### src/rtl/fetch_controller.sv
// Instruction fetch sequencer: fetch PC, combinational imem address, small instruction buffer
// with valid/ready handoff to decode and flush on redirect. Optional bounds check: FETCH_BOUNDS_CHECK_EN.
module fetch_controller #(
    parameter logic [31:0] RESET_PC  = 32'h0000_0000,
    parameter int          MEM_WORDS = 64,
    parameter int          BUF_DEPTH = 2
) (
    input  logic                         clk,
    input  logic                         rst,
    output logic [31:0]                  imem_addr,
    input  logic [31:0]                  imem_data,
    input  logic                         redirect_valid,
    input  logic [31:0]                  redirect_pc,
    output logic                         id_valid,
    input  logic                         id_ready,
    output logic [31:0]                  id_instr,
    output logic [31:0]                  id_pc,
    output logic [31:0]                  id_pc_plus4,
    output logic [$clog2(BUF_DEPTH):0]   buf_count,
    output logic                         fetch_fault
);

    localparam int PTR_W = $clog2(BUF_DEPTH);
    localparam int CNT_W = PTR_W + 1;

`ifdef FETCH_BOUNDS_CHECK_EN
    localparam logic [31:0] MEM_BYTES = 32'(MEM_WORDS * 4);
    typedef enum logic [1:0] {
        ST_BOOT  = 2'd0,
        ST_RUN   = 2'd1,
        ST_FAULT = 2'd2
    } state_t;
`else
    typedef enum logic [0:0] {
        ST_BOOT = 1'b0,
        ST_RUN  = 1'b1
    } state_t;
`endif

    state_t             state_r;
    state_t             state_nxt_s;
    logic [31:0]        fetch_pc_r;
    logic [CNT_W-1:0]   count_r;
    logic [PTR_W-1:0]   head_r;
    logic [PTR_W-1:0]   tail_r;
    logic [31:0]        buf_pc_r    [BUF_DEPTH];
    logic [31:0]        buf_instr_r [BUF_DEPTH];
    logic               pop_s;
    logic               push_s;
    logic               oob_s;
    logic               fault_r;

    assign pop_s = id_valid & id_ready;

    // Out-of-range detection only exists when the bounds check is compiled in
    always_comb begin
        oob_s = 1'b0;
`ifdef FETCH_BOUNDS_CHECK_EN
        if ((state_r == ST_RUN) && (fetch_pc_r >= MEM_BYTES)) begin
            oob_s = 1'b1;
        end else begin
            oob_s = 1'b0;
        end
`endif
    end

    // Push when running, not redirected, in range, and a slot is free or being freed
    always_comb begin
        push_s = 1'b0;
        if ((state_r == ST_RUN) && !redirect_valid && !oob_s &&
            ((count_r < CNT_W'(BUF_DEPTH)) || pop_s)) begin
            push_s = 1'b1;
        end else begin
            push_s = 1'b0;
        end
    end

    // Next-state logic; a redirect always lands in RUN, even from BOOT or FAULT
    always_comb begin
        state_nxt_s = state_r;
        if (redirect_valid) begin
            state_nxt_s = ST_RUN;
        end else begin
            case (state_r)
                ST_BOOT:  state_nxt_s = ST_RUN;
`ifdef FETCH_BOUNDS_CHECK_EN
                ST_RUN:   state_nxt_s = oob_s ? ST_FAULT : ST_RUN;
                ST_FAULT: state_nxt_s = ST_FAULT;
`else
                ST_RUN:   state_nxt_s = ST_RUN;
`endif
                default:  state_nxt_s = ST_BOOT;
            endcase
        end
    end

    // State register
    always_ff @(posedge clk or negedge rst) begin
        if (!rst) begin
            state_r <= ST_BOOT;
        end else begin
            state_r <= state_nxt_s;
        end
    end

    // Fetch PC, occupancy and pointers; redirect flushes and retargets
    always_ff @(posedge clk or negedge rst) begin
        if (!rst) begin
            fetch_pc_r <= RESET_PC;
            count_r    <= {CNT_W{1'b0}};
            head_r     <= {PTR_W{1'b0}};
            tail_r     <= {PTR_W{1'b0}};
        end else if (redirect_valid) begin
            fetch_pc_r <= {redirect_pc[31:2], 2'b00};
            count_r    <= {CNT_W{1'b0}};
            head_r     <= {PTR_W{1'b0}};
            tail_r     <= {PTR_W{1'b0}};
        end else begin
            if (push_s) begin
                fetch_pc_r <= fetch_pc_r + 32'd4;
                tail_r     <= tail_r + PTR_W'(1'b1);
            end
            if (pop_s) begin
                head_r <= head_r + PTR_W'(1'b1);
            end
            case ({push_s, pop_s})
                2'b10:   count_r <= count_r + CNT_W'(1'b1);
                2'b01:   count_r <= count_r - CNT_W'(1'b1);
                default: count_r <= count_r;
            endcase
        end
    end

    // Buffer storage; cleared on reset so the head reads zero before the first push
    always_ff @(posedge clk or negedge rst) begin
        if (!rst) begin
            for (int i = 0; i < BUF_DEPTH; i++) begin
                buf_pc_r[i]    <= 32'd0;
                buf_instr_r[i] <= 32'd0;
            end
        end else if (push_s) begin
            buf_pc_r[tail_r]    <= fetch_pc_r;
            buf_instr_r[tail_r] <= imem_data;
        end
    end

`ifdef FETCH_BOUNDS_CHECK_EN
    // Sticky fault flag, cleared only by a redirect or reset
    always_ff @(posedge clk or negedge rst) begin
        if (!rst) begin
            fault_r <= 1'b0;
        end else if (redirect_valid) begin
            fault_r <= 1'b0;
        end else if (oob_s) begin
            fault_r <= 1'b1;
        end
    end
`else
    assign fault_r = 1'b0;
`endif

    assign imem_addr   = fetch_pc_r;
    assign buf_count   = count_r;
    assign id_valid    = (count_r != {CNT_W{1'b0}});
    assign id_instr    = buf_instr_r[head_r];
    assign id_pc       = buf_pc_r[head_r];
    assign id_pc_plus4 = buf_pc_r[head_r] + 32'd4;
    assign fetch_fault = fault_r;

endmodule
### config.mk
export PLATFORM = sky130hd
export DESIGN_NAME = fetch_controller
export DESIGN_NICKNAME = d
export VERILOG_FILES = /design/src/rtl/fetch_controller.sv
export SDC_FILE = /design/constraint.sdc
export NUM_CORES = 1
export LEC_CHECK = 0
export CORE_MARGIN = 2
export CORE_UTILIZATION = 60
export DETAILED_ROUTE_END_ITERATION = 16
export DONT_BUFFER_PORTS = 1
export GPL_TIMING_DRIVEN = 0
export PLACE_DENSITY = 0.76
export SLEW_MARGIN = 40
export SYNTH_ARGS = -nofsm -noshare
export SYNTH_HDL_FRONTEND = slang
export SYNTH_SLANG_ARGS = --single-unit
export TNS_END_PERCENT = 50
### constraint.sdc
create_clock -name clk -period 8.7 [get_ports clk]
set_clock_uncertainty 0.1 [all_clocks]
set_input_delay 1.74 -clock clk [delete_from_list [all_inputs] [get_ports clk]]
set_output_delay 1.74 -clock clk [all_outputs]
set_load 0.1 [all_outputs]
Word level (Yosys, flattened, before mapping):

Index checks and enable logic that the tools add are counted.

* $add $sub $neg: 6
* magnitude comparators: 4
* equal/unequal tests: 2
* multiplexer cells: 19
* bitwise logic cells: 3
* reduce and logical (&&, ||, !) cells: 9

Operator list (number)
* $mux W32: 9
* $bwmux W64: 2
* $add A32 B3 Y32 const B: 2
* $demux W32 S1: 1
* $reduce_bool A2 Y1: 3
* $mux W1: 5
* $ge A2 B2 Y1 const B: 2
* $not A1 Y2: 2
* $pmux W2 S2: 1
* $logic_and A1 B1 Y1: 3
* $reduce_bool A3 Y1: 1
* $add A1 B1 Y1 const B: 2
* $add A2 B1 Y2 const B: 1
* $eq A2 B1 Y1 const B: 1
* $eq A2 B2 Y1 const B: 1
* $lt A2 B1 Y1 const B: 1
* $lt A2 B2 Y1 const B: 1
* $mux W2: 1
* $sub A2 B1 Y2 const B: 1
* $and A1 B1 Y1: 1
* $logic_not A1 Y1: 1
* $logic_or A1 B1 Y1: 1

* register bits: 165
* bits of input ports: 68

Longest topological paths before layout:

* depth after elaboration: 8
* gate-level depth with buffers: 12
* depth with buffers taken out: 9

Worst setup path before layout:

No wires, ideal clock.

* kind: register to output
* start point: register head_r
* end point: output id_pc_plus4[24]
* arrival time: 5.038 ns
* setup slack: 1.822 ns
* cell stages (with the launch flop): 13
* cells stage by stage: dfrtp_1 > buf_2 > buf_6 > clkbuf_1 > nand2b_1 > and2_1 > inv_1 > ha_1 > inv_1 > a211oi_2 > nand3_1 > nor2_1 > xnor2_1

* cells in the longest elaborated chain, start to end: 5

RTL lines
* start, declared: RTL line 44 `logic [PTR_W-1:0] head_r;`
* start signal, assigned: RTL line 111 `head_r <= {PTR_W{1'b0}};`
* start signal, assigned: RTL line 116 `head_r <= {PTR_W{1'b0}};`
* start signal, assigned: RTL line 124 `head_r <= head_r + PTR_W'(1'b1);`
* $not A1 Y2
* $mux W32 (3 in a row)
* via id_pc[2]: RTL line 17 `output logic [31:0] id_pc,`
* $add A32 B3 Y32: RTL line 167 `assign id_pc_plus4 = buf_pc_r[head_r] + 32'd4;`
* end, declared: RTL line 18 `output logic [31:0] id_pc_plus4,`

The timed path passes the listed nets, and every way through them passes these cells. The select of a mux whose other input is x is not followed.

Worst setup path in the final report:

* start point: register head_r
* end point: output id_pc_plus4[28]

Same word-level chain as after synthesis.

==> results.md <==
- IR drop worst, VDD: 222 uV
- Min-Delay Path Depth: 1
- I/O pin count: 200
- HP Class: register to register
- Most frequent cells in the layout: mux2_2, dfrtp_1, nand2_1, o21ai_0, dfrtp_2
- Ys async rst share: 1.00
- Setup repair bufs after CTS: 0
- Status: finished clean
- Kind of cell adding the most delay to the critical path: buffers and inverters
- Post-Synthesis Cells: 689
- Synthesized area: 8070 um^2
- CTS Hold Bufs: 0
- Critical Path AT: 5.92 ns
- Pwr dens: 371 nW/um^2
- Unique masters post-synth: 45
- Syn Area/Cell: 11.7 um^2
- Pre-Repair DR Iteration Count: 6
- Setup Total Neg Slack: 0 ns
- Synth Register Bits: 159
- EDFF count, synth: 0
- Reg-to-Reg Start: buf_count[1]$_DFFE_PN0P_
- Slowest-stage cell, CP: inv_1
- Clock transition at the registers of the reported paths: 0.06 ns
- Core box area: 13200 um^2
- DRT antenna net count: 0
- Static Leak: 3.96 nW
- Main flop type after synthesis: dfrtp_1
- CTS Sinks: 159
- First-pass GRT wire length: 32.9 mm
- DR WL/cell: 22.5 um
- Hpwl dp: 14.7 mm
- Min-delay src: buf_instr_r[26]$_DFFE_PN0P_
- Vias in the first global route: 6117
- Layout area overhead: 17.7%
- Fmax: 129 MHz
- Fin crit share: 0.892
- Slew HR: 0.404
- Max-Cap Viols: 0
- Yosys warnings: 0
- Dpl cells: 886
- Final std cells w/o fill: 918
- Die area: 14400 um^2
- CP max FO: 10
- Routability Congestion: 0.832
- R2R cell count: 6
- Num CTS Buffers: 17
- Buf+Inv Stages, Crit Path: 5
- Max Slew Vio Count: 0
- Crit-path cells: buf_2 > buf_6 > clkbuf_1 > nand2_1 > and2_2 > inv_1 > ha_2 > inv_1 > a211oi_4 > nand3_1 > nor3_1 > xor2_4
- Chip width: 120 um
- Fill count: 911
- DRC Markers: 0
- RSZ-0062 raised after global routing: no
- CP Data Required Time: 6.86 ns
- CTS tree: built
- Critical path class: register to output pin
- Worst-Skew Late Latency: 0.43 ns
- CP most frequent cell: inv_1
- Hold WS: 0.401 ns
- Biggest cell delay along the critical path: 0.74 ns
- Via density: 6.12
- Largest net degree at the start of global routing: 160
- H-tree depth: 4
- Reg2Reg Capture Point: buf_pc_r[7]$_DFFE_PN0P_
- Initial Utilization: 0.612
- Endpoints failing setup: 0
- Grt ovf: 0
- Clock buffer depth: 2
- PortBufs: 0
- Crit end category: output pin
- Worst R2R Setup Slack: 5.78 ns
- Critical path startpoint category: register
- WL final: 20.6 mm
- Detailed router's first-iteration violation count: 313
- Most common cell after layout, fill and taps aside: mux2_2
- Initial antenna violation count: 0
- PostCTS Resize Cnt: 0
- Antenna cells: 0
- Vias: 5614
- Final Hold Viols: 0
- Die Y: 120 um
- Worst hold endpoint: buf_instr_r[26]$_DFFE_PN0P_
- Num rows: 42
- CTS root buf: clkbuf_16
- Nets@finish: 799
- Fin crit period: 7.76 ns
- Sequential fraction of the synthesis area: 0.493
- Tot GR Track Use: 0.299
- Slew @ Worst Pin: 0.892 ns
- Share of layout cells above drive strength 1: 0.429
-- power breakdown --
part	switching (W)	total (W)	internal, W
combinational	0.00127	0.00162	0.000355
clock	0.000314	0.000729	0.000415
sequential	0.000250	0.00118	0.000925
-- flip-flops by register name (all words and copies together) (netlist names) --
name / flops
buf_instr_r: 64
buf_pc_r: 60
imem_addr: 30
buf_count: 2
head_r: 1
state_r: 1
tail_r: 1
-- synth_stat cells, drive strengths merged, types with 5 or more instances --
cell type | instances | area share
mux2i | 8 | 0.0099
and2 | 5 | 0.0039
mux2 | 177 | 0.25
nand4 | 10 | 0.0085
a21oi | 7 | 0.0043
nand4b | 5 | 0.0054
inv | 16 | 0.0074
nor2 | 17 | 0.0079
clkbuf | 18 | 0.0096
nor4 | 14 | 0.012
nand3 | 24 | 0.015
nand2 | 64 | 0.030
xor2 | 18 | 0.020
o21ai | 33 | 0.020
dfrtp | 159 | 0.49
nand2b | 6 | 0.0047
and3 | 5 | 0.0039
xnor2 | 35 | 0.038
nor3 | 14 | 0.0093
buf | 22 | 0.017
and4 | 5 | 0.0054
-- kinds of logic (layout without fill, tap and decap cells) --
| group | Yosys count | count (layout) | synth area share |
|---|---|---|---|
| buffers and inverters | 56 | 103 | 0.0344 |
| adder cells (fa/ha/maj) | 2 | 2 | 0.00310 |
| multiplexers | 185 | 185 | 0.257 |
| XOR/XNOR | 53 | 53 | 0.0575 |
| other | 2 | 8 | 0.000931 |
| AND/OR/NAND/NOR | 179 | 179 | 0.115 |
| flip-flops | 159 | 159 | 0.493 |
| AO/OA/AOI/OAI | 53 | 53 | 0.0388 |
-- per-stage QoR --
step	cell area (um^2)	setup WS [ns]	total power [W]	utilization
2_1_floorplan	8090	1.82	0.00254	-
3_3_place_gp	8310	0.656	0.00262	0.630
3_5_place_dp	8910	1.18	0.00280	0.675
4_1_cts	9490	0.715	0.00354	0.719
5_1_grt	9500	0.732	0.00364	0.720
6_report	9500	0.939	0.00353	0.720
-- worst max path at each step --
stage | start | endpoint | cells after the start
finish | head_r$_DFFE_PN0P_ | id_pc_plus4[28] | 12
global route | head_r$_DFFE_PN0P_ | id_pc_plus4[28] | 12
CTS | head_r$_DFFE_PN0P_ | id_pc_plus4[28] | 12
detailed placement | head_r$_DFFE_PN0P_ | id_pc_plus4[28] | 12
global placement | head_r$_DFFE_PN0P_ | id_pc_plus4[28] | 12
floorplan | head_r$_DFFE_PN0P_ | id_pc_plus4[24] | 12
-- routing by layer --
layer  global-route usage  wire length, um  vias up
met3                0.115             1800       37
li1                     -                -     2517
met4                0.107              429        0
met5                    0                0        -
met2                0.493            10400      214
met1                0.357             7960     2846
-- layout make-up --
cell class              instances  area, um^2  area share
multi-input cells             480        4190       0.441
flip-flops and latches        159        4020       0.423
clock buffers                  19         453      0.0477
well taps                     176         220      0.0232
plain buffers                  40         219      0.0231
repair buffers                 15         214      0.0225
clock inverters                13         129      0.0136
inverters                      16        60.1     0.00632
(Power assumes the default switching activity.)
